### src/rtl/muldiv_pkg.sv
// Shared definitions for the iterative multiply/divide unit: operation
// encodings, FSM state encoding and a width helper for the iteration counter.
package muldiv_pkg;

  localparam logic [1:0] OP_MULTU = 2'b00;
  localparam logic [1:0] OP_MULT  = 2'b01;
  localparam logic [1:0] OP_DIVU  = 2'b10;
  localparam logic [1:0] OP_DIV   = 2'b11;

  typedef enum logic [1:0] {
    S_IDLE = 2'd0,
    S_CALC = 2'd1,
    S_FIX  = 2'd2,
    S_DONE = 2'd3
  } state_t;

  // Number of bits needed to hold values 0..value-1.
  function automatic int clog2(input int value);
    int r;
    r = 0;
    for (int i = 0; i < 31; i++) begin
      if ((1 << i) < value) r = i + 1;
    end
    return r;
  endfunction

endpackage

### src/rtl/muldiv_negate.sv
// Conditional two's-complement: o_y = i_en ? -i_x : i_x.
// Used for operand magnitudes on entry and for the sign correction of results.
module muldiv_negate #(
  parameter int W = 32
) (
  input  logic         i_en,
  input  logic [W-1:0] i_x,
  output logic [W-1:0] o_y
);

  assign o_y = i_en ? (~i_x + W'(1)) : i_x;

endmodule

### src/rtl/muldiv_iter_unit.sv
// Iterative multiply/divide unit for the EX stage. MULT/MULTU/DIV/DIVU share
// one (2*DATA_W+1)-bit accumulator: shift-add for multiply, restoring divide
// for divide. Magnitudes are processed unsigned and the sign is fixed up in
// a single FIX cycle. Result layout is {hi,lo}: mul={upper,lower},
// div={remainder,quotient}.
//
// Handshake: EX raises start_i and holds it (with stable operands) until it
// sees the one-cycle ready_o pulse; operands are captured only when the unit
// accepts the request in IDLE. stallreq_o stays high while a request is
// pending and not yet answered. annul_i aborts any operation in flight and
// blocks a same-cycle start.
module muldiv_iter_unit
  import muldiv_pkg::*;
#(
  parameter int DATA_W        = 32,
  parameter bit DIV_ZERO_FAST = 1'b1
) (
  input  logic                  clk,
  input  logic                  resetn,
  input  logic                  start_i,
  input  logic                  annul_i,
  input  logic [1:0]            op_i,
  input  logic [DATA_W-1:0]     opdata1_i,
  input  logic [DATA_W-1:0]     opdata2_i,
  output logic                  busy_o,
  output logic                  ready_o,
  output logic [2*DATA_W-1:0]   result_o,
  output logic                  stallreq_o,
  output state_t                dbg_state_o
);

  localparam int CNT_W = clog2(DATA_W + 1);
  localparam int ACC_W = 2 * DATA_W + 1;
  localparam logic [CNT_W-1:0] CNT_LOAD = CNT_W'(DATA_W);
  localparam logic [CNT_W-1:0] CNT_ONE  = CNT_W'(1);

  state_t                r_state;
  state_t                w_next_state;
  logic [CNT_W-1:0]      r_cnt;
  logic [ACC_W-1:0]      r_acc;
  logic [DATA_W-1:0]     r_opnd;      // multiplicand (mul) or divisor (div) magnitude
  logic [1:0]            r_op;
  logic                  r_sign_a;
  logic                  r_sign_b;
  logic                  r_div_zero;
  logic [2*DATA_W-1:0]   r_result;

  logic                  w_sign_a;
  logic                  w_sign_b;
  logic [DATA_W-1:0]     w_abs_a;
  logic [DATA_W-1:0]     w_abs_b;
  logic                  w_start;
  logic                  w_fast_dz;
  logic [DATA_W:0]       w_mul_sum;
  logic [ACC_W-1:0]      w_mul_next;
  logic [DATA_W:0]       w_rem_sh;
  logic [DATA_W:0]       w_trial;
  logic [ACC_W-1:0]      w_div_next;
  logic                  w_neg_res;
  logic [2*DATA_W-1:0]   w_prod_fix;
  logic [DATA_W-1:0]     w_quo_fix;
  logic [DATA_W-1:0]     w_rem_fix;
  logic [2*DATA_W-1:0]   w_fix_result;

  // Operand signs only matter for the signed ops.
  assign w_sign_a  = op_i[0] & opdata1_i[DATA_W-1];
  assign w_sign_b  = op_i[0] & opdata2_i[DATA_W-1];
  assign w_start   = start_i & ~annul_i;
  assign w_fast_dz = DIV_ZERO_FAST & op_i[1] & (opdata2_i == '0);

  muldiv_negate #(.W(DATA_W)) u_abs_a (.i_en(w_sign_a), .i_x(opdata1_i), .o_y(w_abs_a));
  muldiv_negate #(.W(DATA_W)) u_abs_b (.i_en(w_sign_b), .i_x(opdata2_i), .o_y(w_abs_b));

  // Multiply step: add multiplicand into the upper half when the low bit is set, then shift right.
  assign w_mul_sum  = r_acc[ACC_W-1:DATA_W] + (r_acc[0] ? {1'b0, r_opnd} : '0);
  assign w_mul_next = {1'b0, w_mul_sum, r_acc[DATA_W-1:1]};

  // Divide step: shift {rem,quo} left and trial-subtract; bit DATA_W of the trial is the borrow.
  assign w_rem_sh   = r_acc[2*DATA_W-1:DATA_W-1];
  assign w_trial    = w_rem_sh - {1'b0, r_opnd};
  assign w_div_next = w_trial[DATA_W]
                    ? {1'b0, w_rem_sh[DATA_W-1:0], r_acc[DATA_W-2:0], 1'b0}
                    : {1'b0, w_trial[DATA_W-1:0],  r_acc[DATA_W-2:0], 1'b1};

  // Sign correction applied in FIX; the remainder follows the dividend sign.
  assign w_neg_res = r_op[0] & (r_sign_a ^ r_sign_b);

  muldiv_negate #(.W(2*DATA_W)) u_fix_prod (.i_en(w_neg_res), .i_x(r_acc[2*DATA_W-1:0]), .o_y(w_prod_fix));
  muldiv_negate #(.W(DATA_W))   u_fix_quo  (.i_en(w_neg_res), .i_x(r_acc[DATA_W-1:0]), .o_y(w_quo_fix));
  muldiv_negate #(.W(DATA_W))   u_fix_rem  (.i_en(r_op[0] & r_sign_a), .i_x(r_acc[2*DATA_W-1:DATA_W]), .o_y(w_rem_fix));

  // Divide-by-zero always reports an all-ones quotient, even on the iterating path.
  assign w_fix_result = r_op[1]
                      ? {w_rem_fix, (r_div_zero ? {DATA_W{1'b1}} : w_quo_fix)}
                      : w_prod_fix;

  // FSM state register.
  always_ff @(posedge clk or negedge resetn) begin
    if (!resetn) r_state <= S_IDLE;
    else         r_state <= w_next_state;
  end

  // Next-state and status outputs; annul returns to IDLE and suppresses ready.
  always_comb begin
    w_next_state = r_state;
    busy_o       = (r_state != S_IDLE);
    ready_o      = 1'b0;
    case (r_state)
      S_IDLE: if (w_start) w_next_state = w_fast_dz ? S_DONE : S_CALC;
      S_CALC: begin
        if (annul_i)               w_next_state = S_IDLE;
        else if (r_cnt == CNT_ONE) w_next_state = S_FIX;
      end
      S_FIX:  w_next_state = annul_i ? S_IDLE : S_DONE;
      S_DONE: begin
        w_next_state = S_IDLE;
        ready_o      = ~annul_i;
      end
      default: w_next_state = S_IDLE;
    endcase
  end

  // Datapath: capture in IDLE, iterate in CALC, register the corrected result in FIX.
  always_ff @(posedge clk or negedge resetn) begin
    if (!resetn) begin
      r_cnt      <= '0;
      r_acc      <= '0;
      r_opnd     <= '0;
      r_op       <= '0;
      r_sign_a   <= 1'b0;
      r_sign_b   <= 1'b0;
      r_div_zero <= 1'b0;
      r_result   <= '0;
    end else begin
      case (r_state)
        S_IDLE: begin
          if (w_start) begin
            r_op       <= op_i;
            r_sign_a   <= w_sign_a;
            r_sign_b   <= w_sign_b;
            r_div_zero <= op_i[1] & (opdata2_i == '0);
            r_cnt      <= CNT_LOAD;
            if (op_i[1]) begin
              r_opnd <= w_abs_b;
              r_acc  <= {{(DATA_W+1){1'b0}}, w_abs_a};
            end else begin
              r_opnd <= w_abs_a;
              r_acc  <= {{(DATA_W+1){1'b0}}, w_abs_b};
            end
            if (w_fast_dz) r_result <= {opdata1_i, {DATA_W{1'b1}}};
          end
        end
        S_CALC: begin
          r_cnt <= r_cnt - CNT_ONE;
          r_acc <= r_op[1] ? w_div_next : w_mul_next;
        end
        S_FIX: if (!annul_i) r_result <= w_fix_result;
        default: ;
      endcase
    end
  end

  assign result_o    = r_result;
  assign stallreq_o  = start_i & ~ready_o & ~annul_i;
  assign dbg_state_o = r_state;

endmodule
### config.mk
export PLATFORM = sky130hd
export DESIGN_NAME = muldiv_iter_unit
export DESIGN_NICKNAME = d
export VERILOG_FILES = /design/src/rtl/muldiv_pkg.sv /design/src/rtl/muldiv_negate.sv /design/src/rtl/muldiv_iter_unit.sv
export SDC_FILE = /design/constraint.sdc
export NUM_CORES = 1
export LEC_CHECK = 0
export CAP_MARGIN = 25
export CORE_AREA = 2 2 196 198
export DETAILED_ROUTE_END_ITERATION = 10
export DIE_AREA = 0 0 198 200
export GPL_TIMING_DRIVEN = 1
export HOLD_SLACK_MARGIN = 0.1
export PLACE_DENSITY = 0.58
export SYNTH_ARGS = -nofsm -noshare
export SYNTH_HDL_FRONTEND = slang
export SYNTH_SLANG_ARGS = --single-unit
### constraint.sdc
create_clock -name clk -period 4.9 [get_ports clk]
set_clock_uncertainty 0.15 [all_clocks]
set_input_delay 0.98 -clock clk [delete_from_list [all_inputs] [get_ports clk]]
set_output_delay 0.98 -clock clk [all_outputs]
set_load 0.05 [all_outputs]
==> flow_metrics.env <==
export IMPL_status="complete, no violations"
export IMPL_cellPowerDensity_nw_per_um2=588
export IMPL_gp_congestion=0.957
export IMPL_grt_pass1_vias=13600
export IMPL_min_path_type="primary input to async pin"
export IMPL_dp_cells=2457
export IMPL_cap_violations=0
export IMPL_wirelength_um=55100
export IMPL_combPwrFrac_pct=61.1
export IMPL_fmax_mhz=226
export IMPL_cts_made_buffers=17
export IMPL_whs_ps=150
export IMPL_dieHeight_um=200
export IMPL_ctsHoldBuffers=0
export IMPL_drt_pass1_iterations=5
export IMPL_yosysMostFrequentCell="nor2_1"
export IMPL_yosysWarningCount=0
export IMPL_grt_pass1_wl_um=82700
export IMPL_ys_top_cells_by_count="nor2_1, nand2_1, dfrtp_1"
export IMPL_critPathMaxFanout=6
export IMPL_max_vdd_ir_drop_mv=0.279
export IMPL_grtUsageTotal_pct=27.8
export IMPL_synth_top_family_by_area="compound AO/OA/AOI/OAI gates"
export IMPL_startpoint_type="primary input"
export IMPL_internal_power_uw=5070
export IMPL_async_reset_ff_share_pct=100
export IMPL_io_buffers=138
export IMPL_ys_flop_type="dfrtp_1"
export IMPL_finalSetupViolations=0
export IMPL_seqPwrFrac_pct=25.7
export IMPL_start_util_pct=39.5
export IMPL_drv_slew=0
export IMPL_core_um2=37400
export IMPL_cts_resized_gates=0
export IMPL_crit_type="primary input to flop"
export IMPL_hold_viol=0
export IMPL_first_iter_violations=1270
export IMPL_clkTransAtPathRegs_ps=70
export IMPL_yosysTopAreaCell="dfrtp_1"
export IMPL_syn_instance_count=1874
export IMPL_seq_area_frac_synth_pct=29.3
export IMPL_power_leakage_uw=0.00731
export IMPL_synth_top_cell_area_share_pct=29.3
export IMPL_synth_cell_types=81
export IMPL_io_pins=139
export IMPL_p_total_uw=10200
export IMPL_period_needed_ps=4430
export IMPL_vias=14600
export IMPL_tritoncts="built"
export IMPL_route_detailed_drc=0
export IMPL_nets=2108
export IMPL_syn_cell_area_um2=14800
export IMPL_worstPathRequired_ps=5130
export IMPL_yosys_area_share_adder_pct=6.20
export IMPL_rows=71
export IMPL_cts_path_max_buffers=2
export IMPL_synth_mux_area_share_pct=4.16
export IMPL_layout_worst_path_cycle_share_pct=90.4
export IMPL_synth_seq_cells=173
export IMPL_antenna_found_initial=6
export IMPL_tightestPinTransition_ps=911
export IMPL_cts_setup_buffers=0
export IMPL_synth_compound_area_share_pct=26.2
export IMPL_clock_sinks=173
export IMPL_synth_avg_cell_area_um2=7.88
export IMPL_overflow=0
export IMPL_switchingPower_uw=5100
export IMPL_h_tree_depth=4
export IMPL_clk_latency_ps=460
export IMPL_crit_path_end_kind="flop"
export IMPL_area_growth_pct=17.2
export IMPL_dieArea_um2=39600
export IMPL_slew_headroom_pct=38.7
export IMPL_synth_area_leaders="dfrtp_1, ha_1, a21oi_1, xnor2_1, nor2_1"
export IMPL_crit_arrival_ps=4660
export IMPL_wl_per_cell_um=22.1
export IMPL_grt_max_degree=97
export IMPL_setup_tns_ps=0
export IMPL_fin_cells=2492
export IMPL_die_x_um=198
export IMPL_route_antenna_remaining_nets=0
export IMPL_power_switching_share_pct=50.2
export IMPL_synthSimpleGateAreaFrac_pct=18.7
export IMPL_rsz0062_at_grt="false"
export IMPL_clockRootBuffer="clkbuf_16"
export IMPL_yosys_area_share_xor_xnor_pct=10.1
export IMPL_drive_gt1_share_pct=6.16
export IMPL_synth_edff_count=0
export IMPL_reg2regPathDepth=13
export IMPL_dpl_hpwl_um=42700
export IMPL_synthesis_nets=2016
export IMPL_drt_vias_per_instance=5.88
export IMPL_clock_power_share_pct=13.2
==> flip-flops by register name, indices dropped and copies added, names as in the netlist <==
register	flops
r_acc	64
result_o	64
r_opnd	32
r_cnt	6
dbg_state_o	2
r_op	2
r_div_zero	1
r_sign_a	1
r_sign_b	1
==> cell type report <==
| cell class | instances | area [um^2] |
|---|---|---|
| Fill cell | 3760 | 20100 |
| Antenna cell | 2 | 5.00 |
| Sequential cell | 173 | 4330 |
| Timing Repair Buffer | 190 | 1830 |
| Clock buffer | 22 | 454 |
| Inverter | 70 | 263 |
| Tap cell | 511 | 639 |
| Clock inverter | 10 | 91.3 |
| Multi-Input combinational cell | 1514 | 9690 |
==> cell families after synthesis <==
logic type               after synthesis
AO/OA/AOI/OAI                        622
AND/OR/NAND/NOR                      589
buffers and inverters                187
flip-flops                           173
XOR/XNOR                             170
adder cells (fa/ha/maj)               72
multiplexers                          61
==> worst max-delay path, cell delays in order <==
cell,delay (ps)
clkdlybuf4s50_1,670
nor4_1,890
and4_1,470
nand2_1,150
o41ai_1,330
xor2_1,190
o21ai_0,730
nand2_1,130
o21ai_0,100
==> power by group through the flow <==
stage               clock (uW)  combinational [uW]  sequential (uW)
floorplan                    0                3960             2870
global placement             0                6090             2600
detailed placement           0                6130             2610
CTS                       1360                6160             2580
global route              1420                6790             2670
finish                    1340                6220             2610
==> through the flow <==
stage / util, % / area [um^2] / worst slack, ps
floorplan: - / 14800 / 1240
global placement: 44.7 / 16700 / 162
detailed placement: 44.7 / 16700 / 152
CTS: 46.2 / 17300 / 573
global route: 46.2 / 17300 / 308
finish: 46.3 / 17300 / 471
==> worst paths after layout <==
kind	to	slack, ps	startpoint
worst min-delay path	result_o[51]	150	resetn
min in group clk	r_cnt[5]	330	r_cnt[5]
worst max-delay path	r_opnd[20]	470	opdata1_i[10]
max in group asynchronous	r_cnt[1]	3340	resetn
worst max register to register	r_acc[34]	530	r_acc[32]
worst min register to register	r_cnt[5]	330	r_cnt[5]
==> cells in the final DEF, fill, tap and decap left out, types with 15 or more instances in the layout <==
cell type and instances:
xor2_1 77, a22oi_1 21, buf_4 49, ha_1 70, inv_1 68, nor2_1 206
nand2b_1 26, or3_1 16, nand3_1 33, a21o_1 38, o21ai_0 143, nand2_1 174
nor3_1 30, a211oi_1 66, o31ai_1 18, a21oi_1 165, dfrtp_1 172, clkdlybuf4s50_1 136
o21ai_1 15, mux2i_1 58, o211ai_1 26, a31oi_1 59, clkbuf_16 17, xnor2_1 92
==> per-layer routing <==
metal | global-route usage, % | wire length (um)
met5 | 0 | 23
met4 | 12.2 | 2180
met3 | 5.17 | 3950
met2 | 44.4 | 25100
met1 | 36.8 | 23900
(Power assumes the default switching activity.)
